===== src/rtl/ifetch_unit_pkg.sv =====
// Shared definitions for the instruction-fetch stage: widths, reset defaults,
// FSM state encoding and small PC helpers.
package ifetch_unit_pkg;

    localparam int          XLEN            = 32;
    localparam int          IMEM_ADDR_W_DEF = 14;
    localparam logic [31:0] RESET_PC_DEF    = 32'h0000_0000;
    localparam logic [31:0] NOP_INST_DEF    = 32'h0000_0013;

    typedef enum logic [1:0] {
        ST_BOOT  = 2'd0,
        ST_RUN   = 2'd1,
        ST_FAULT = 2'd2
    } fetch_state_t;

    // Only the two low byte-offset bits decide word alignment.
    function automatic logic is_misaligned(input logic [1:0] low_bits);
        return low_bits != 2'b00;
    endfunction

    function automatic logic [XLEN-1:0] pc_inc(input logic [XLEN-1:0] a);
        return a + 32'd4;
    endfunction

endpackage


===== src/rtl/ifetch_hold_buf.sv =====
// Capture/hold register for the fetched instruction plus the inst output mux,
// so decode sees a stable instruction for the whole length of a stall.
module ifetch_hold_buf
    import ifetch_unit_pkg::*;
#(
    parameter logic [XLEN-1:0] NOP_INST = NOP_INST_DEF
) (
    input  logic            clk,
    input  logic            rst,
    input  logic            stall,
    input  logic            inst_valid,
    input  logic [XLEN-1:0] imem_rdata,
    output logic [XLEN-1:0] inst
);

    logic            hold_valid;
    logic [XLEN-1:0] hold_inst;

    // The BRAM output is only trustworthy in the first stall cycle, so grab it
    // there; any non-stall edge issues a new fetch and the buffer is released.
    always_ff @(posedge clk or negedge rst) begin
        if (!rst) begin
            hold_valid <= 1'b0;
            hold_inst  <= NOP_INST;
        end else if (!stall) begin
            hold_valid <= 1'b0;
        end else if (inst_valid && !hold_valid) begin
            hold_valid <= 1'b1;
            hold_inst  <= imem_rdata;
        end
    end

    always_comb begin
        inst = NOP_INST;
        if (hold_valid) begin
            inst = hold_inst;
        end else if (inst_valid) begin
            inst = imem_rdata;
        end
    end

endmodule


===== src/rtl/ifetch_unit.sv =====
// Instruction-fetch stage: owns the PC, drives a 1-cycle-latency instruction
// memory and presents {pc, inst, inst_valid} to decode with zero-bubble redirects.
module ifetch_unit
    import ifetch_unit_pkg::*;
#(
    parameter logic [XLEN-1:0] RESET_PC    = RESET_PC_DEF,
    parameter int              IMEM_ADDR_W = IMEM_ADDR_W_DEF,
    parameter logic [XLEN-1:0] NOP_INST    = NOP_INST_DEF
) (
    input  logic                   clk,
    input  logic                   rst,
    input  logic                   stall,
    input  logic                   redirect,
    input  logic [XLEN-1:0]        redirect_pc,
    output logic                   imem_en,
    output logic [IMEM_ADDR_W-1:0] imem_addr,
    input  logic [XLEN-1:0]        imem_rdata,
    output logic [XLEN-1:0]        pc,
    output logic [XLEN-1:0]        pc_plus4,
    output logic [XLEN-1:0]        inst,
    output logic                   inst_valid,
    output logic                   misalign_err,
    output fetch_state_t           state_dbg
);

    // Control semantics: stall=1 holds pc/inst and issues no fetch; redirect is
    // only honoured in a cycle with stall=0 (stall wins), so downstream must keep
    // redirect asserted until the stall drops if it still wants the branch.

    fetch_state_t    state_q, state_d;
    logic [XLEN-1:0] fetch_pc_q;
    logic [XLEN-1:0] pc_q;
    logic            inst_valid_q;
    logic            misalign_q;

    logic            take_redirect;
    logic            bad_target;
    logic            issue;
    logic [XLEN-1:0] sel_pc;

    assign take_redirect = (state_q == ST_RUN) && redirect && !stall;
    assign bad_target    = take_redirect && is_misaligned(redirect_pc[1:0]);
    // In BOOT fetch_pc_q still holds RESET_PC, so the same select covers it.
    assign sel_pc        = take_redirect ? redirect_pc : fetch_pc_q;

    // State register
    always_ff @(posedge clk or negedge rst) begin
        if (!rst) begin
            state_q <= ST_BOOT;
        end else begin
            state_q <= state_d;
        end
    end

    // Next-state logic
    always_comb begin
        state_d = state_q;
        case (state_q)
            ST_BOOT:  state_d = ST_RUN;
            ST_RUN:   state_d = bad_target ? ST_FAULT : ST_RUN;
            ST_FAULT: state_d = ST_FAULT;
            default:  state_d = ST_FAULT;
        endcase
    end

    // Output logic: BOOT always fetches, gated by rst so reset drives imem_en low.
    always_comb begin
        issue = 1'b0;
        case (state_q)
            ST_BOOT:  issue = rst;
            ST_RUN:   issue = !stall && !bad_target;
            ST_FAULT: issue = 1'b0;
            default:  issue = 1'b0;
        endcase
    end

    always_ff @(posedge clk or negedge rst) begin
        if (!rst) begin
            fetch_pc_q   <= RESET_PC;
            pc_q         <= RESET_PC;
            inst_valid_q <= 1'b0;
            misalign_q   <= 1'b0;
        end else if (issue) begin
            pc_q         <= sel_pc;
            fetch_pc_q   <= pc_inc(sel_pc);
            inst_valid_q <= 1'b1;
        end else if (state_d == ST_FAULT) begin
            inst_valid_q <= 1'b0;
            misalign_q   <= 1'b1;
        end
    end

    ifetch_hold_buf #(
        .NOP_INST (NOP_INST)
    ) u_hold_buf (
        .clk        (clk),
        .rst        (rst),
        .stall      (stall),
        .inst_valid (inst_valid_q),
        .imem_rdata (imem_rdata),
        .inst       (inst)
    );

    // Upper PC bits are dropped, so the memory aliases across the address space.
    assign imem_en      = issue;
    assign imem_addr    = sel_pc[IMEM_ADDR_W+1:2];
    assign pc           = pc_q;
    assign pc_plus4     = pc_inc(pc_q);
    assign inst_valid   = inst_valid_q;
    assign misalign_err = misalign_q;
    assign state_dbg    = state_q;

endmodule


===== config.mk =====
export PLATFORM = sky130hd
export DESIGN_NAME = ifetch_unit
export DESIGN_NICKNAME = d
export VERILOG_FILES = /design/src/rtl/ifetch_unit_pkg.sv /design/src/rtl/ifetch_hold_buf.sv /design/src/rtl/ifetch_unit.sv
export SDC_FILE = /design/constraint.sdc
export NUM_CORES = 1
export LEC_CHECK = 0
export ABC_AREA = 1
export CAP_MARGIN = 20
export CORE_MARGIN = 2
export CORE_UTILIZATION = 45
export DETAILED_ROUTE_END_ITERATION = 6
export DONT_BUFFER_PORTS = 1
export PLACE_DENSITY = 0.65
export SKIP_LAST_GASP = 1
export SYNTH_ARGS = -nofsm -noshare
export SYNTH_HDL_FRONTEND = slang
export SYNTH_SLANG_ARGS = --single-unit

===== constraint.sdc =====
create_clock -name clk -period 2.6 [get_ports clk]
set_input_delay 0.39 -clock clk [delete_from_list [all_inputs] [get_ports clk]]
set_output_delay 0.39 -clock clk [all_outputs]
set_load 0.005 [all_outputs]

==> results of run 1 <==
==> placed cells by master, fill, tap and decap left out, types with 6 or more instances in the layout <==
| cell | Yosys | layout |
|---|---|---|
| inv_1 | 95 | 95 |
| nand2_1 | 246 | 243 |
| clkbuf_16 | 0 | 9 |
| nand2_4 | 8 | 8 |
| nor2_2 | 15 | 8 |
| nand3_4 | 3 | 6 |
| nor2_4 | 9 | 19 |
| nand3_2 | 14 | 12 |
| o211ai_1 | 6 | 6 |
| nor2_1 | 41 | 38 |
| o21ai_0 | 89 | 89 |
| nand4_1 | 12 | 12 |
| buf_4 | 21 | 17 |
| nand3b_1 | 7 | 7 |
| nor3_1 | 10 | 10 |
| dfrtp_1 | 96 | 92 |
| nand2_2 | 26 | 29 |
| nand3_1 | 55 | 54 |
| xor2_1 | 29 | 26 |
==> cell type report <==
type,instances,area [um^2],area share
multi-input combinational,601,3262,0.4806
inverter,97,364.1,0.05364
tap,180,225.2,0.03318
sequential,99,2486,0.3663
clock buffer,13,260.3,0.03834
clock inverter,3,22.52,0.003318
timing repair buffer,19,167.7,0.02470
==> how the worst min path moves through the flow <==
stage	startpoint	endpoint	depth (start not counted)
3_5_place_dp	rst	u_hold_buf.hold_inst[15]$_DFFE_PN0P_	0
3_3_place_gp	rst	u_hold_buf.hold_inst[13]$_DFFE_PN0P_	0
5_1_grt	rst	misalign_err$_DFFE_PN0P_	0
4_1_cts	rst	u_hold_buf.hold_inst[24]$_DFFE_PN0P_	0
2_1_floorplan	rst	fetch_pc_q[0]$_DFFE_PN0P_	0
6_report	rst	u_hold_buf.hold_inst[13]$_DFFE_PN0P_	0
==> cells in the mapped netlist <==
cell,n,share of area
o21ai_2,1,0.0014
buf_2,6,0.0047
inv_1,95,0.056
nand2_1,246,0.15
or2_2,1,0.00099
a21oi_1,5,0.0040
and2_1,1,0.00099
a31oi_1,2,0.0020
nand3b_1,7,0.0083
o21bai_1,1,0.0012
o21ai_1,5,0.0040
o21ai_0,89,0.070
nand2_4,8,0.014
nand3_2,14,0.022
nand3_1,55,0.044
o211ai_1,6,0.0071
nor3_2,2,0.0032
buf_4,21,0.025
nand3_4,3,0.0083
xor2_1,29,0.040
xnor2_1,3,0.0042
or2_1,1,0.00099
buf_12,1,0.0032
ha_1,2,0.0040
buf_6,5,0.0089
nor2_4,9,0.016
nand2_2,26,0.026
nor4_1,3,0.0030
nor3_1,10,0.0079
inv_2,2,0.0012
nand4_1,12,0.012
nor2_1,41,0.024
buf_8,1,0.0024
dfrtp_1,96,0.38
o31ai_1,1,0.0012
o21a_1,2,0.0024
dfstp_2,3,0.012
a2bb2oi_1,1,0.0014
clkbuf_1,18,0.011
nor2_2,15,0.015
==> worst max-delay path: stages, from the launching register on <==
cell	delay, ns
dfrtp_2	0.45
ha_4	0.17
nand2_2	0.06
nor2_4	0.12
nand3_2	0.11
nor2_4	0.14
nand3_4	0.09
nor2_4	0.12
nand3_4	0.13
nor2_4	0.16
xor2_2	0.15
==> flip-flops by register name, summed over array words and instances (netlist names) <==
name                   flops
u_hold_buf.hold_inst      32
inst_valid                 1
pc                        30
u_hold_buf.hold_valid      1
state_dbg                  2
fetch_pc_q                32
misalign_err               1
==> cell families (layout without fill, tap and decap cells) <==
kind of cell    count (synthesis)  after routing
flops                          99             99
xor+xnor                       32             32
compound gates                113            113
simple gates                  454            454
buf+inv                       149            132
fa+ha+maj                       2              2
==> repair_timing <==
item                                    CTS  global route
gates cloned                              0             0
pin swaps                                 3             6
endpoints found under the hold margin    99            99
setup buffers                             3             0
endpoints found under the setup margin    5            10
gates resized for setup                   8            20
==> power by group through the flow <==
| stage | registers (mW) | clock network, mW | logic, mW |
|---|---|---|---|
| global placement | 1.57 | 0 | 0.0302 |
| CTS | 1.54 | 1.34 | 0.0308 |
| detailed placement | 1.57 | 0 | 0.0307 |
| global route | 1.54 | 1.40 | 0.0337 |
| floorplan | 1.57 | 0 | 0.0297 |
| finish | 1.54 | 1.29 | 0.0302 |
==> metal layers <==
| layer | routed length [um] | vias to the layer above | track usage |
|---|---|---|---|
| met2 | 7111 | 217 | 0.3222 |
| met3 | 1571 | 17 | 0.07388 |
| met1 | 7020 | 2391 | 0.2996 |
| met4 | 214 | 0 | 0.06034 |
| li1 | - | 2636 | - |
| met5 | 0 | - | 0 |
==> metrics by stage <==
stage / std cells / hold slack (ns) / util
after floorplan: 849 / 0.09441 / -
after global placement: 993 / 0.09623 / 0.4594
after detailed placement: 993 / 0.09706 / 0.4594
after CTS: 1012 / -0.2901 / 0.4831
after global routing: 1012 / -0.2933 / 0.4909
final: 1012 / -0.2703 / 0.4909
==> metrics, run 1 <==
Peak VDD IR=314.3 uV; Ports=183; Placed Area=6352 um^2; Syn Std Cell Area=6326 um^2; Worst-path clk slew=0.07 ns; Final ANT Viol Nets=0; post-synthesis simple-gate area fraction=0.3523; # rows=43; Max-cap violations=0; outcome=finished with violations; clock root buffer=clkbuf_16; cell count after synthesis=849; final hold viol count=99; Tcrit/Tclk final=0.9417; Antenna diodes=0; xor/xnor share of the synthesized area=0.04430; Required @ worst endpoint=2.21 ns; CTS Buf Count=9; final count of pins violating max slew=0; Slew headroom=0.5096; R2R Path End=fetch_pc_q[31]$_DFFE_PN0P_; Layout fillers=1386; Int Pwr=2.254 mW; Worst setup EP type=output port; first-pass GRT wire length=24.99 mm; Setup CP Type=flip-flop to output port; NetSw=0.6111 mW; post-synthesis mux area share=0; Final Skew=0.005754 ns; CTS Buffer Depth=2; synthesis-stage register bit count=99; Worst-Skew Late Latency=0.35 ns; sequential element share of the synthesized area=0.3922; Setup WS post-layout=0.1517 ns; Pre-antenna DRT Iters=5; worst slew pin tran=0.7348 ns; grt ovf=0; post-detail-place hpwl=11.63 mm; crit path launch type=flip-flop; crit path DAT=2.06 ns; switch share=0.2133; sequential share of power=0.537; initial antenna violation count=0; worst r2r src=state_dbg[1]$_DFF_PN0_; syn_nets=919; yosys synthesis warning count=0; RePlAce Congestion=0.8768; Total Die Area=15020 um^2; CTS tree=done; main combinational cell family by area after synthesis=simple AND/OR/NAND/NOR gates; WHS=-0.2703 ns; FF-to-FF setup slack=0.24 ns; fin crit period=2.448 ns; Peak Freq=0.4084 GHz; crit path launch=pc[2]$_DFFE_PN0P_; DR vias/cell=5.199; post-layout net count=897; syn avg cell area=7.451 um^2; vias in the first global route=4754; Compound-Gate Fraction of Synth Area=0.09494; WL/cell=15.73 um; setup violators final=0; Cell variety after synth=40; clock power share=0.452; CP endpoint=pc_plus4[22]; Leak Pwr=3.142 nW; largest net degree at the start of global routing=101; die height=122.6 um; core footprint=13830 um^2; layout cells sized above 1=0.1587; area grow syn2layout=7.298%; Final Total Pwr=2.865 mW; pwr/cell area=422.0 nW/um^2; failing checks=hold timing; clk sinks=99; GRT Overall Usage=0.2163; final non-filler cell area=6788 um^2; port buffer count=0; Starting Density=0.4575; TNS Setup=0 ns; Logic pwr share=0.011; worst slack, placed=0.2466 ns; HP Class=input pin to async pin; cell count of the worst reg-to-reg path=11; vias=5261; final WL=15.92 mm; Adder-Cell Fraction of Synth Area=0.003956; residual DRC count=0; Die X-Extent=122.6 um; CTS H-tree depth=3; CP max FO=5; DRT iter0 DRCs=340; RSZ-0062 raised after global routing=yes
No activity file was read; power rests on OpenSTA's default activity.
==> run 2, diff against run 1 <==
- GPL_TIMING_DRIVEN: unset -> 0
==> run 2 against run 1 <==
Compared with the run above:
- sequential power about the same
- register-to-register slack better by 0.04 ns
- the run still ends with hold timing left
- fmax is essentially flat
- critical endpoint is now pc_plus4[24]
- hold slack better by 0.0011 ns
- cell count is 3.7% higher
- sequential share of layout area shrank 1.0 points
- die area unchanged
- power increased by 2.6%
- critical path depth did not move
- utilization rose by 1.4 points
==> metrics, run 2 (synthesis gave the netlist of run 1 again) <==
HP Class=input pin to async pin; CP delay by family, top=simple AND/OR/NAND/NOR gates; Worst setup EP type=output port; Die X-Extent=122.6 um; vias in the first global route=5073; clock power share=0.464; Final ANT Viol Nets=0; commonest non-fill, non-tap cell in the layout=nand2_1; area grow syn2layout=10.40%; Required @ worst endpoint=2.21 ns; switch share=0.2083; RePlAce Congestion=0.9105; post-detail-place hpwl=13.17 mm; Ports=183; Slew headroom=0.5562; outcome=finished with violations; crit path launch type=flip-flop; port buffer count=0; DP Cell Count=1029; vias=5436; layout cells sized above 1=0.1703; Final Total Pwr=2.940 mW; WHS=-0.2692 ns; GRT Overall Usage=0.2343; Crit path largest cell delay=0.44 ns; clock root buffer=clkbuf_16; Starting Density=0.4575; sequential share of power=0.524; DRT iter0 DRCs=297; initial antenna violation count=0; commonest cells after routing, fill and taps aside=nand2_1, inv_1, dfrtp_1; fin crit period=2.447 ns; final WL=17.41 mm; final count of pins violating max slew=0; worst slew pin tran=0.6657 ns; CTS Buffer Depth=2; Layout fillers=1384; Leak Pwr=3.264 nW; residual DRC count=0; CP max FO=5; failing checks=hold timing; pwr/cell area=420.9 nW/um^2; Setup CP Type=flip-flop to output port; grt ovf=0; core footprint=13830 um^2; WL/cell=16.59 um; Worst-Skew Late Latency=0.35 ns; Tcrit/Tclk final=0.9411; CTS tree=done; # rows=43; Logic pwr share=0.012; critical-path cell list=ha_4 -> nand2_1 -> nor2_4 -> nand3_4 -> nor2_4 -> nand3_4 -> nor2_4 -> nand3_4 -> nor2_2 -> xor2_1; largest net degree at the start of global routing=101; CTS H-tree depth=3; FF-to-FF setup slack=0.28 ns; DR vias/cell=5.182; Buf/Inv on CP=0; Antenna diodes=0; final hold viol count=99; first-pass GRT wire length=26.83 mm; Worst-path clk slew=0.07 ns; Pre-antenna DRT Iters=4; Int Pwr=2.327 mW; clk sinks=99; post-route insts no fill=1049; Total Die Area=15020 um^2; RSZ-0062 raised after global routing=yes; setup violators final=0; Max-cap violations=0; CTS Buf Count=9; Final Skew=0.007922 ns; NetSw=0.6124 mW; die height=122.6 um; Peak VDD IR=325.5 uV; crit path DAT=2.06 ns; Slowest-stage cell, CP=dfrtp_2; Peak Freq=0.4087 GHz; post-layout net count=934
run 2: changes by cell type in the layout (fill, tap and decap cells not counted), moves of 3 or more:
cell / change
clkbuf_1: +18
buf_4: +8
buf_2: +6
buf_6: +5
nor2_2: +3
run 2: worst paths after layout:
path,startpoint,to,cells after the start
setup / recovery,pc[2]$_DFFE_PN0P_,pc_plus4[24],10
hold / removal,rst,u_hold_buf.hold_inst[15]$_DFFE_PN0P_,0
setup reg to reg,state_dbg[1]$_DFF_PN0_,fetch_pc_q[22]$_DFFE_PN0P_,14
hold reg to reg,u_hold_buf.hold_inst[22]$_DFFE_PN0P_,u_hold_buf.hold_inst[22]$_DFFE_PN0P_,2
max in group asynchronous,rst,u_hold_buf.hold_inst[4]$_DFFE_PN1P_,0
min in group clk,imem_rdata[0],u_hold_buf.hold_inst[0]$_DFFE_PN1P_,2
run 2: power by group through the flow:
stage | Combinational (mW) | Sequential, mW | Clock [mW]
finish | 0.0366 | 1.54 | 1.36
detailed placement | 0.0373 | 1.57 | 0
floorplan | 0.0297 | 1.57 | 0
global placement | 0.0365 | 1.57 | 0
global route | 0.0409 | 1.54 | 1.47
CTS | 0.0374 | 1.54 | 1.39
run 2: timing repair:
item,in CTS,in global routing
hold endpoints to repair,99,99
cloned,0,0
gates resized for setup,6,18
buffers inserted,3,1
pin swaps,3,3
setup endpoints to repair,8,13
run 2: per-layer routing:
| metal | vias to the layer above | share of wire | routed length [um] | global-route usage |
|---|---|---|---|---|
| met3 | 18 | 0.086 | 1490 | 0.07621 |
| li1 | 2714 | - | - | - |
| met5 | - | 0 | 0 | 0 |
| met4 | 0 | 0.014 | 238 | 0.05244 |
| met1 | 2516 | 0.44 | 7597 | 0.3029 |
| met2 | 188 | 0.46 | 8080 | 0.3833 |
run 2: worst register-to-register path, stage by stage, from the launching register on:
cell,delay (ns)
dfrtp_1,0.45
nor2_4,0.18
nand2_4,0.11
buf_6,0.17
nand2_1,0.07
o21ai_2,0.09
inv_1,0.10
ha_1,0.21
nand3_2,0.12
inv_1,0.10
nand2_2,0.11
nor2_4,0.20
nand3_1,0.10
nand3_1,0.14
nand2_1,0.07
run 2: layout make-up:
cell class                      count  area, um^2  area share
Clock buffer                       12       246.5     0.03529
Tap cell                          180       225.2     0.03225
Clock inverter                      4       51.30    0.007345
Buffer                             52       346.6     0.04962
Multi-Input combinational cell    601        3234      0.4631
Sequential cell                    99        2486      0.3560
Inverter                           97       364.1     0.05213
Timing Repair Buffer                4       30.03    0.004300
run 2: per-stage QoR:
step,setup TNS [ns],cell area (um^2),setup slack (ns),utilization
floorplan,0,6326,0.4961,-
global placement,0,6551,0.1202,0.4738
detailed placement,0,6551,0.1112,0.4738
CTS,-0.007448,6888,-0.006511,0.4981
global route,-0.002164,6984,-0.002164,0.5051
finish,0,6984,0.1531,0.5051
